--- src/rtl/mult_div_unit.sv ---
// Iterative multiply/divide engine with an integrated Hi/Lo register pair.
// A start in IDLE latches operand magnitudes and result signs. CALC then runs
// WIDTH shift-add (multiply) or restoring (divide) iterations. FIX applies the
// sign corrections and the divide-by-zero override before committing {Hi,Lo}.
module mult_div_unit #(
   parameter int WIDTH = 32
) (
   input  logic             clk,
   input  logic             rst,
   input  logic             lhr_wen,
   input  logic             md_is_mult,
   input  logic             md_is_unsigned,
   input  logic [WIDTH-1:0] src_a,
   input  logic [WIDTH-1:0] src_b,
   input  logic             lhr_ren,
   input  logic             lhr_is_hi,
   output logic [WIDTH-1:0] rdata,
   output logic             busy,
   output logic             done,
   output logic             stall
);

   localparam int CNT_W = $clog2(WIDTH) + 1;

   typedef enum logic [1:0] {IDLE, CALC, FIX} state_t;

   state_t             state, state_nxt;
   logic [CNT_W-1:0]   cnt;
   logic               op_mult;
   logic               div_zero;
   logic               neg_q;
   logic               neg_r;
   logic [WIDTH-1:0]   operand;
   logic [WIDTH-1:0]   raw_a;
   logic [2*WIDTH-1:0] acc;
   logic [WIDTH-1:0]   hi;
   logic [WIDTH-1:0]   lo;

   logic               a_neg, b_neg;
   logic [WIDTH-1:0]   a_mag, b_mag;
   logic [WIDTH:0]     mul_sum;
   logic [WIDTH:0]     div_shift;
   logic [WIDTH-1:0]   div_diff;
   logic               div_ge;
   logic [2*WIDTH-1:0] acc_step;
   logic [2*WIDTH-1:0] prod_fix;
   logic [WIDTH-1:0]   fix_hi, fix_lo;

   // Two's-complement negate of a WIDTH-bit magnitude when neg is set
   function automatic logic [WIDTH-1:0] apply_sign_w(input logic [WIDTH-1:0] v,
                                                      input logic neg);
      return neg ? (~v + {{(WIDTH-1){1'b0}}, 1'b1}) : v;
   endfunction

   // Two's-complement negate of a 2*WIDTH-bit product when neg is set
   function automatic logic [2*WIDTH-1:0] apply_sign_2w(input logic [2*WIDTH-1:0] v,
                                                         input logic neg);
      return neg ? (~v + {{(2*WIDTH-1){1'b0}}, 1'b1}) : v;
   endfunction

   assign busy  = (state != IDLE);
   assign stall = busy & (lhr_ren | lhr_wen);
   assign rdata = lhr_is_hi ? hi : lo;

   // Operand magnitudes and signs, used only on the start edge
   always_comb begin
      a_neg = ~md_is_unsigned & src_a[WIDTH-1];
      b_neg = ~md_is_unsigned & src_b[WIDTH-1];
      a_mag = apply_sign_w(src_a, a_neg);
      b_mag = apply_sign_w(src_b, b_neg);
   end

   // One iteration: multiply adds then shifts right, divide shifts left then trial-subtracts
   always_comb begin
      mul_sum   = {1'b0, acc[2*WIDTH-1:WIDTH]} + {1'b0, (acc[0] ? operand : {WIDTH{1'b0}})};
      div_shift = {acc[2*WIDTH-1:WIDTH], acc[WIDTH-1]};
      div_ge    = (div_shift >= {1'b0, operand});
      div_diff  = div_shift[WIDTH-1:0] - operand;
      if (op_mult)
         acc_step = {mul_sum, acc[WIDTH-1:1]};
      else if (div_ge)
         acc_step = {div_diff, acc[WIDTH-2:0], 1'b1};
      else
         acc_step = {div_shift[WIDTH-1:0], acc[WIDTH-2:0], 1'b0};
   end

   // Final sign correction and divide-by-zero override
   always_comb begin
      prod_fix = apply_sign_2w(acc, neg_q);
      if (op_mult) begin
         fix_hi = prod_fix[2*WIDTH-1:WIDTH];
         fix_lo = prod_fix[WIDTH-1:0];
      end else if (div_zero) begin
         fix_hi = raw_a;
         fix_lo = {WIDTH{1'b1}};
      end else begin
         fix_hi = apply_sign_w(acc[2*WIDTH-1:WIDTH], neg_r);
         fix_lo = apply_sign_w(acc[WIDTH-1:0], neg_q);
      end
   end

   // State register
   always_ff @(posedge clk or posedge rst) begin
      if (rst) state <= IDLE;
      else     state <= state_nxt;
   end

   // Next-state logic: start only from IDLE, CALC exits when the last iteration is taken
   always_comb begin
      state_nxt = state;
      case (state)
         IDLE:    if (lhr_wen) state_nxt = CALC;
         CALC:    if (cnt == CNT_W'(1)) state_nxt = FIX;
         FIX:     state_nxt = IDLE;
         default: state_nxt = IDLE;
      endcase
   end

   // Datapath: latch on start, iterate in CALC, commit Hi/Lo in FIX, pulse done after
   always_ff @(posedge clk or posedge rst) begin
      if (rst) begin
         cnt      <= '0;
         op_mult  <= 1'b0;
         div_zero <= 1'b0;
         neg_q    <= 1'b0;
         neg_r    <= 1'b0;
         operand  <= '0;
         raw_a    <= '0;
         acc      <= '0;
         hi       <= '0;
         lo       <= '0;
         done     <= 1'b0;
      end else begin
         done <= (state == FIX);
         case (state)
            IDLE: begin
               if (lhr_wen) begin
                  op_mult  <= md_is_mult;
                  div_zero <= ~md_is_mult & (src_b == {WIDTH{1'b0}});
                  neg_q    <= a_neg ^ b_neg;
                  neg_r    <= a_neg;
                  raw_a    <= src_a;
                  operand  <= md_is_mult ? a_mag : b_mag;
                  acc      <= {{WIDTH{1'b0}}, (md_is_mult ? b_mag : a_mag)};
                  cnt      <= CNT_W'(WIDTH);
               end
            end
            CALC: begin
               acc <= acc_step;
               cnt <= cnt - CNT_W'(1);
            end
            FIX: begin
               hi <= fix_hi;
               lo <= fix_lo;
            end
            default: ;
         endcase
      end
   end

endmodule

--- config.mk ---
export PLATFORM = sky130hd
export DESIGN_NAME = mult_div_unit
export DESIGN_NICKNAME = d
export VERILOG_FILES = /design/src/rtl/mult_div_unit.sv
export SDC_FILE = /design/constraint.sdc
export NUM_CORES = 1
export LEC_CHECK = 0
export ABC_CLOCK_PERIOD_IN_PS = 9500
export CORE_MARGIN = 2
export CORE_UTILIZATION = 24
export DETAILED_ROUTE_END_ITERATION = 8
export GPL_TIMING_DRIVEN = 0
export PLACE_DENSITY_LB_ADDON = 0.3
export SYNTH_ARGS = -nofsm -noshare
export SYNTH_HDL_FRONTEND = slang
export SYNTH_SLANG_ARGS = --single-unit
--- constraint.sdc ---
create_clock -name clk -period 9.5 [get_ports clk]
set_input_delay 2.375 -clock clk [delete_from_list [all_inputs] [get_ports clk]]
set_output_delay 2.375 -clock clk [all_outputs]
set_load 0.05 [all_outputs]
; Word-level counts from Yosys, hierarchy flattened
; Index checks and enable logic that the tools add are counted.
[totals]
register_bits = 205
inputBits = 71
output_inout_bits = 35
word_cells = 68
[classes]
n_addsub = 8
n_lt_le_gt_ge = 1
n_eq_ne = 5
muxes = 22
n_bitwise = 13
reduce_logical = 7
[ops]
columns = cell, n
row1 = two-way mux 32 bit, 12
row2 = two-way mux 64 bit, 4
row3 = "adder 32 x 1 -> 32 bit, second input constant", 4
row4 = inverter 32 bit, 4
row5 = one-hot mux 64 bit (2 select lines), 1
row6 = "adder 64 x 1 -> 64 bit, second input constant", 1
row7 = inverter 64 bit, 1
row8 = adder 32 x 32 -> 33 bit, 1
row9 = greater-or-equal comparator 33 x 32 -> 1 bit, 1
row10 = logical NOT 32 bit, 1
row11 = subtractor 32 bit, 1
row12 = one-hot mux 6 bit (2 select lines), 1
row13 = "== test 6 x 1 -> 1 bit, second input constant", 1
row14 = two-way mux 6 bit, 1
row15 = AND reduction 2 bit, 3
row16 = "subtractor 6 x 1 -> 6 bit, second input constant", 1
row17 = AND 1 bit, 4
row18 = two-way mux 2 bit, 2
row19 = "inequality test 2 bit, second input constant", 2
row20 = one-hot mux 2 bit (2 select lines), 1
row21 = nonzero test 2 bit, 2
row22 = "== test 2 x 1 -> 1 bit, second input constant", 1
row23 = "== test 2 bit, second input constant", 1
row24 = logical NOT 2 bit, 1
row25 = other kinds (3), 4

; Longest topological paths before layout
; Gate-level depths: netlist of the first run.
[logic_depth]
ltp_word = 6
ltp_mapped = 14
depth_no_buf = 13

; Worst setup path after synthesis of the first run
; OpenSTA, ideal clock, no wires.
[synth_path]
path_kind = input port to output port
start = in lhr_is_hi
end = out rdata[10]
arrival_ns = 3.388
required_time_ns = 7.125
slack_ns = 3.737
stages = 3
path_buffers = 2
cell_sequence = clkbuf_1 > buf_1 > mux2_2
[synth_between]
elab_chain_cells = 1
[synth_rtl]
columns = item, line
row1 = start: declaration, 16  ; input logic lhr_is_hi,
row2 = two-way mux 32 bit, 63  ; assign rdata = lhr_is_hi ? hi : lo;
row3 = end: declaration, 17  ; output logic [WIDTH-1:0] rdata,
; No other way between the ends.

; Final worst setup path of the first run
[layout_path]
start = in lhr_is_hi
end = out rdata[27]
; The elaborated chain is that of the path after synthesis.

==> run metrics, run 1 <==
startpoint types input port; vias in the first global route 16100; Slew @ Worst Pin 1080 ps; Post-Syn Area 16800 sq um; Non-Filler Instances 3249; first-pass GRT wire length 109000 um; global placer's final weighted congestion 0.964; final setup fails 0; CP arrival 4340 ps; clock skew 9.92 ps; status finished, final reports clean; Layout fillers 7723; maximum clock rate 0.149 GHz; Global Route Usage Sum 20.2%; hold-fix buffers at CTS 0; Max FO, Critical Path 10; Final nets 2439; register bit total from synthesis 205; IO Pins 106; Final Hold Viols 0; HP Class reg -> reg; CTS resizes 0; most common cell in the netlist nand2_1; grt ovf 0; Syn. warnings 0; Diodes inserted 0; Syn Inst Count 2164; vias per cell 5.33; layer with the highest usage met1; Slew Viols, Final 0; VDD IR max 143 uV; Die Y 269 um; Initial Utilization 24.1%; GR Util met3 3.16%; syn nets 2307; layout cells sized above 1 4.37%; Worst-Skew Late Latency 560 ps; part of the cycle the worst path needs 70.7%; relative slew slack 28.2%; kind of end point of the critical path primary output; Avg WL per Cell 22.9 um; Pleak 0.00789 uW; # Post-CTS Setup Buffers 0; CTS root buffer clkbuf_16; CTS Sinks 205; DRC 0; total power 7850 uW; Core ar. 69800 sq um; I/O Buffers 103; row cnt 97; CTS H-tree depth 1; Cell Pwr Density 394 nW/um^2; dominant cell type by area after synthesis dfrtp_1; Synth top area share 30.5%; Synth Area per Inst 7.78 sq um; met2 usage 29.0%; MaxCap Viol Count 0; RSZ-0062 raised after global routing no; P&R area growth vs syn 18.2%; die area 72300 sq um; width of the die 269 um; post-layout min period 6710 ps; most used flip-flop cell after synthesis dfrtp_1; Max Buffers Root-to-Sink 3; critical path class in -> out; most frequent cells after synthesis 304 x nand2_1, 231 x o21ai_0, 205 x dfrtp_1; Async S/R FF share, synth 100%; Seq/Total Area, Yosys 30.5%; CTS clk-pin slew, worst paths 60 ps; first drt pass iteration count 6; Inst Count DP 3208; Synth area leaders dfrtp_1 30%, o21ai_0 6.9%, nand2_1 6.8%, xor2_1 6.2%, ha_1 5.2%; met1 GRT Util 30.4%; Netlist cell types 71; largest net degree at the start of global routing 119; detailed placement HPWL 59100 um; routed via count 17300; Post-synth EDFFs 0; antenna-violating nets left 0; DR iter-0 viols 1826; final WL 74500 um; CTS Buf Count 26; Critical Path RT 7130 ps; initial antenna violation count 1; CTS tree done
[final timing paths]
path                                            to  depth (start not counted)  slack, ps                from
hold reg to reg                 hi[31]$_DFFE_PP0P_                          2        460  hi[31]$_DFFE_PP0P_
min in group asynchronous       lo[10]$_DFFE_PP0P_                          2       2340                 rst
hold / removal                  hi[31]$_DFFE_PP0P_                          2        460  hi[31]$_DFFE_PP0P_
setup reg to reg               acc[59]$_DFFE_PP0P_                         13       4740  acc[0]$_DFFE_PP0P_
setup / recovery                         rdata[27]                          4       2790           lhr_is_hi
max in group asynchronous  operand[15]$_DFFE_PP0P_                          3       6060                 rst
[registers in the layout (all words and copies together), names as in the netlist]
register / flops
neg_q: 1
done: 1
raw_a: 32
state: 2
hi: 32
cnt: 6
op_mult: 1
lo: 32
acc: 64
operand: 32
div_zero: 1
neg_r: 1
[metal layers]
metal | up-vias | routed length, um
met3 | 115 | 5990
met2 | 726 | 30800
met5 | - | 11
li1 | 7957 | -
met1 | 8507 | 34900
met4 | 2 | 2810
[through the flow]
step	TNS (ps)	instance area (sq um)	util [%]	hold WS, ps	setup WS, ps
2_1_floorplan	0	16800	-	433	1530
3_3_place_gp	-363140	19100	27.3	446	-1820
3_5_place_dp	0	19100	27.3	451	2760
4_1_cts	0	19900	28.5	464	2760
5_1_grt	0	19900	28.5	497	2710
6_report	0	19900	28.5	463	2790
[area by class of cell]
class	count	area [sq um]	area share, %
Timing Repair Buffer	104	1060	5.32
Buffer	152	583	2.93
Tap cell	940	1180	5.91
Sequential cell	205	5130	25.8
Clock buffer	33	717	3.60
Clock inverter	8	106	0.534
Multi-Input combinational cell	1738	10900	54.6
Inverter	69	267	1.34
[cells by family after synthesis]
kind of cell    share of synthesized area, %
compound gates                          24.0
xor+xnor                                10.2
fa+ha+maj                               5.44
buf+inv                                 5.00
flops                                   30.5
mux                                     5.25
simple gates                            19.7
[critical path: stages]
cell	delay [ps]
clkbuf_1	290
buf_1	530
mux2_2	420
clkdlybuf4s50_1	710
[report_power, final]
group | switching, uW | leakage, uW | internal [uW] | total (uW)
logic | 3270 | 0.00501 | 1850 | 5120
registers | 482 | 0.00248 | 1240 | 1730
clock network | 418 | 0.000400 | 581 | 1000
[cells in the final DEF, fill, tap and decap left out, drive strengths merged, types with 11 or more instances in the layout]
cell type and instances:
nand2b 21, clkbuf 165, o21ai 233, a22oi 25, nor2 189, xor2 120
nor2b 13, or4 20, o31ai 29, inv 68, a211oi 19, a31oi 17
or3 23, nand4 13, ha 70, nor4 11, o21a 11, mux2 35
o221ai 31, dfrtp 205, a21o 30, buf 21, o41ai 15, nand3 58
a21oi 168, mux2i 49, nand2 304, o211ai 18, clkdlybuf4s50 103, xnor2 76
nor3 39
Power figures use the tool's default switching activity.
==> run 2, diff against run 1 <==
--- a/config.mk
+++ b/config.mk
@@ -5,7 +5,7 @@
 export SDC_FILE = /design/constraint.sdc
 export NUM_CORES = 1
 export LEC_CHECK = 0
-export ABC_CLOCK_PERIOD_IN_PS = 9500
+export ABC_CLOCK_PERIOD_IN_PS = 6900
 export CORE_MARGIN = 2
 export CORE_UTILIZATION = 24
 export DETAILED_ROUTE_END_ITERATION = 8
==> constraint.sdc (replaced) <==
create_clock -name clk -period 6.9 [get_ports clk]
set_input_delay 1.725 -clock clk [delete_from_list [all_inputs] [get_ports clk]]
set_output_delay 1.725 -clock clk [all_outputs]
set_load 0.05 [all_outputs]
==> run 2 against run 1 <==
Against the previous run:
- combinational power rose by 37%
- first-iteration DRC count up 8.1%
- die area did not move
- via count is essentially flat
- critical endpoint is now rdata[3]
- largest cell class unchanged
- worst hold slack better by 14 ps
- clock-buffer cell count decreased by 1
- clock skew grew 8.3 ps
- core utilization up 0.31 points
- critical path depth unchanged
- worst setup slack lost 1300 ps
==> run metrics, run 2 (synthesized netlist as in run 1, its figures left out) <==
status finished, final reports clean; CTS clk-pin slew, worst paths 60 ps; antenna-violating nets left 0; relative slew slack 24.0%; # Post-CTS Setup Buffers 0; Setup TNS 0 ps; grt ovf 0; Pleak 0.00799 uW; Slew Viols, Final 0; first-pass GRT wire length 108000 um; Worst-Skew Late Latency 560 ps; CTS Buf Count 25; VDD IR max 191 uV; Die Y 269 um; CTS root buffer clkbuf_16; routed via count 17300; vias in the first global route 16200; final WL 74100 um; Cell Pwr Density 544 nW/um^2; CTS resizes 0; Max FO, Critical Path 10; kind of end point of the critical path primary output; MaxCap Viol Count 0; final setup fails 0; most common cell after layout, fill and taps aside nand2_1; part of the cycle the worst path needs 78.1%; Top Layer Used met5; area of the multi-input gates 10900 sq um; leading cell types in the layout, fill and taps excluded 304 x nand2_1, 231 x o21ai_0, 205 x dfrtp_1, 189 x nor2_1, 168 x a21oi_1; Final nets 2443; routed wl met2 31200 um; layout cells sized above 1 4.83%; critical path class in -> out; Global Route Usage Sum 20.0%; width of the die 269 um; row cnt 97; maximum clock rate 0.186 GHz; placed cell areas 19200 sq um; DR iter-0 viols 1974; max reg flops 64; cell area after layout 20100 sq um; hold-fix buffers at CTS 0; DRC 0; Initial Utilization 24.1%; I/O Buffers 103; Seq. cell area 5130 sq um; CP arrival 3660 ps; clock skew 18.3 ps; die area 72300 sq um; CTS Sinks 205; CTS H-tree depth 1; IO Pins 106; Util after Layout 28.8%; vias per cell 5.31; Critical Path RT 5180 ps; first drt pass iteration count 6; initial antenna violation count 2; HP Class reg -> reg; DRT met1 WL 34400 um; Top reg by flops acc; post-layout min period 5390 ps; Layout fillers 7613; RSZ-0062 raised after global routing no; Core ar. 69800 sq um; Diodes inserted 0; P&R area growth vs syn 19.5%; startpoint types input port; met3 wire len 6170 um; Avg WL per Cell 22.7 um; global placer's final weighted congestion 0.964; CTS tree done; Max Buffers Root-to-Sink 3; detailed placement HPWL 59500 um; largest net degree at the start of global routing 39; Final Hold Viols 0; Slew @ Worst Pin 1140 ps
-- run 2: per-layer routing --
metal | vias to the layer above | global-route usage (%)
met5 | - | 0
met4 | 2 | 5.57
met3 | 101 | 3.03
met2 | 741 | 29.7
met1 | 8484 | 29.8
li1 | 7963 | -
-- run 2: where the power goes --
part	internal (uW)	total, uW	switching, uW
sequential	1710	2380	665
combinational	2550	7040	4490
clock	946	1530	586
-- run 2: path summary, 6_finish.rpt --
check | start | endpoint | slack, ps | cells past startpoint
max | lhr_is_hi | rdata[3] | 1510 | 4
min | cnt[5]$_DFFE_PP0P_ | cnt[5]$_DFFE_PP0P_ | 480 | 1
max reg2reg | acc[0]$_DFFE_PP0P_ | acc[59]$_DFFE_PP0P_ | 2240 | 13
min reg2reg | cnt[5]$_DFFE_PP0P_ | cnt[5]$_DFFE_PP0P_ | 480 | 1
max in group asynchronous | rst | operand[24]$_DFFE_PP0P_ | 3870 | 7
min in group asynchronous | rst | lo[10]$_DFFE_PP0P_ | 1490 | 2
-- run 2: metrics by stage --
| step | power (uW) | hold slack, ps | worst slack [ps] | std cells |
|---|---|---|---|---|
| finish | 11000 | 478 | 1510 | 3259 |
| global route | 11700 | 501 | 1440 | 3259 |
| CTS | 10800 | 475 | 1480 | 3259 |
| detailed placement | 9230 | 462 | 1440 | 3213 |
| global placement | 9230 | 448 | 568 | 3207 |
| floorplan | 6940 | 433 | 2440 | 2164 |
-- run 2: area by class of cell --
cell class / count / share of cell area (%)
timing repair buffer: 109 / 5.76
multi-input combinational: 1738 / 54.0
clock buffer: 32 / 3.49
tap: 940 / 5.84
inverter: 69 / 1.31
clock inverter: 14 / 1.19
sequential: 205 / 25.5
buffer: 152 / 2.90
-- run 2: worst max-delay path, stage by stage --
cell             delay, ps
clkbuf_1               270
buf_1                  510
mux2_2                 440
clkdlybuf4s50_1        710
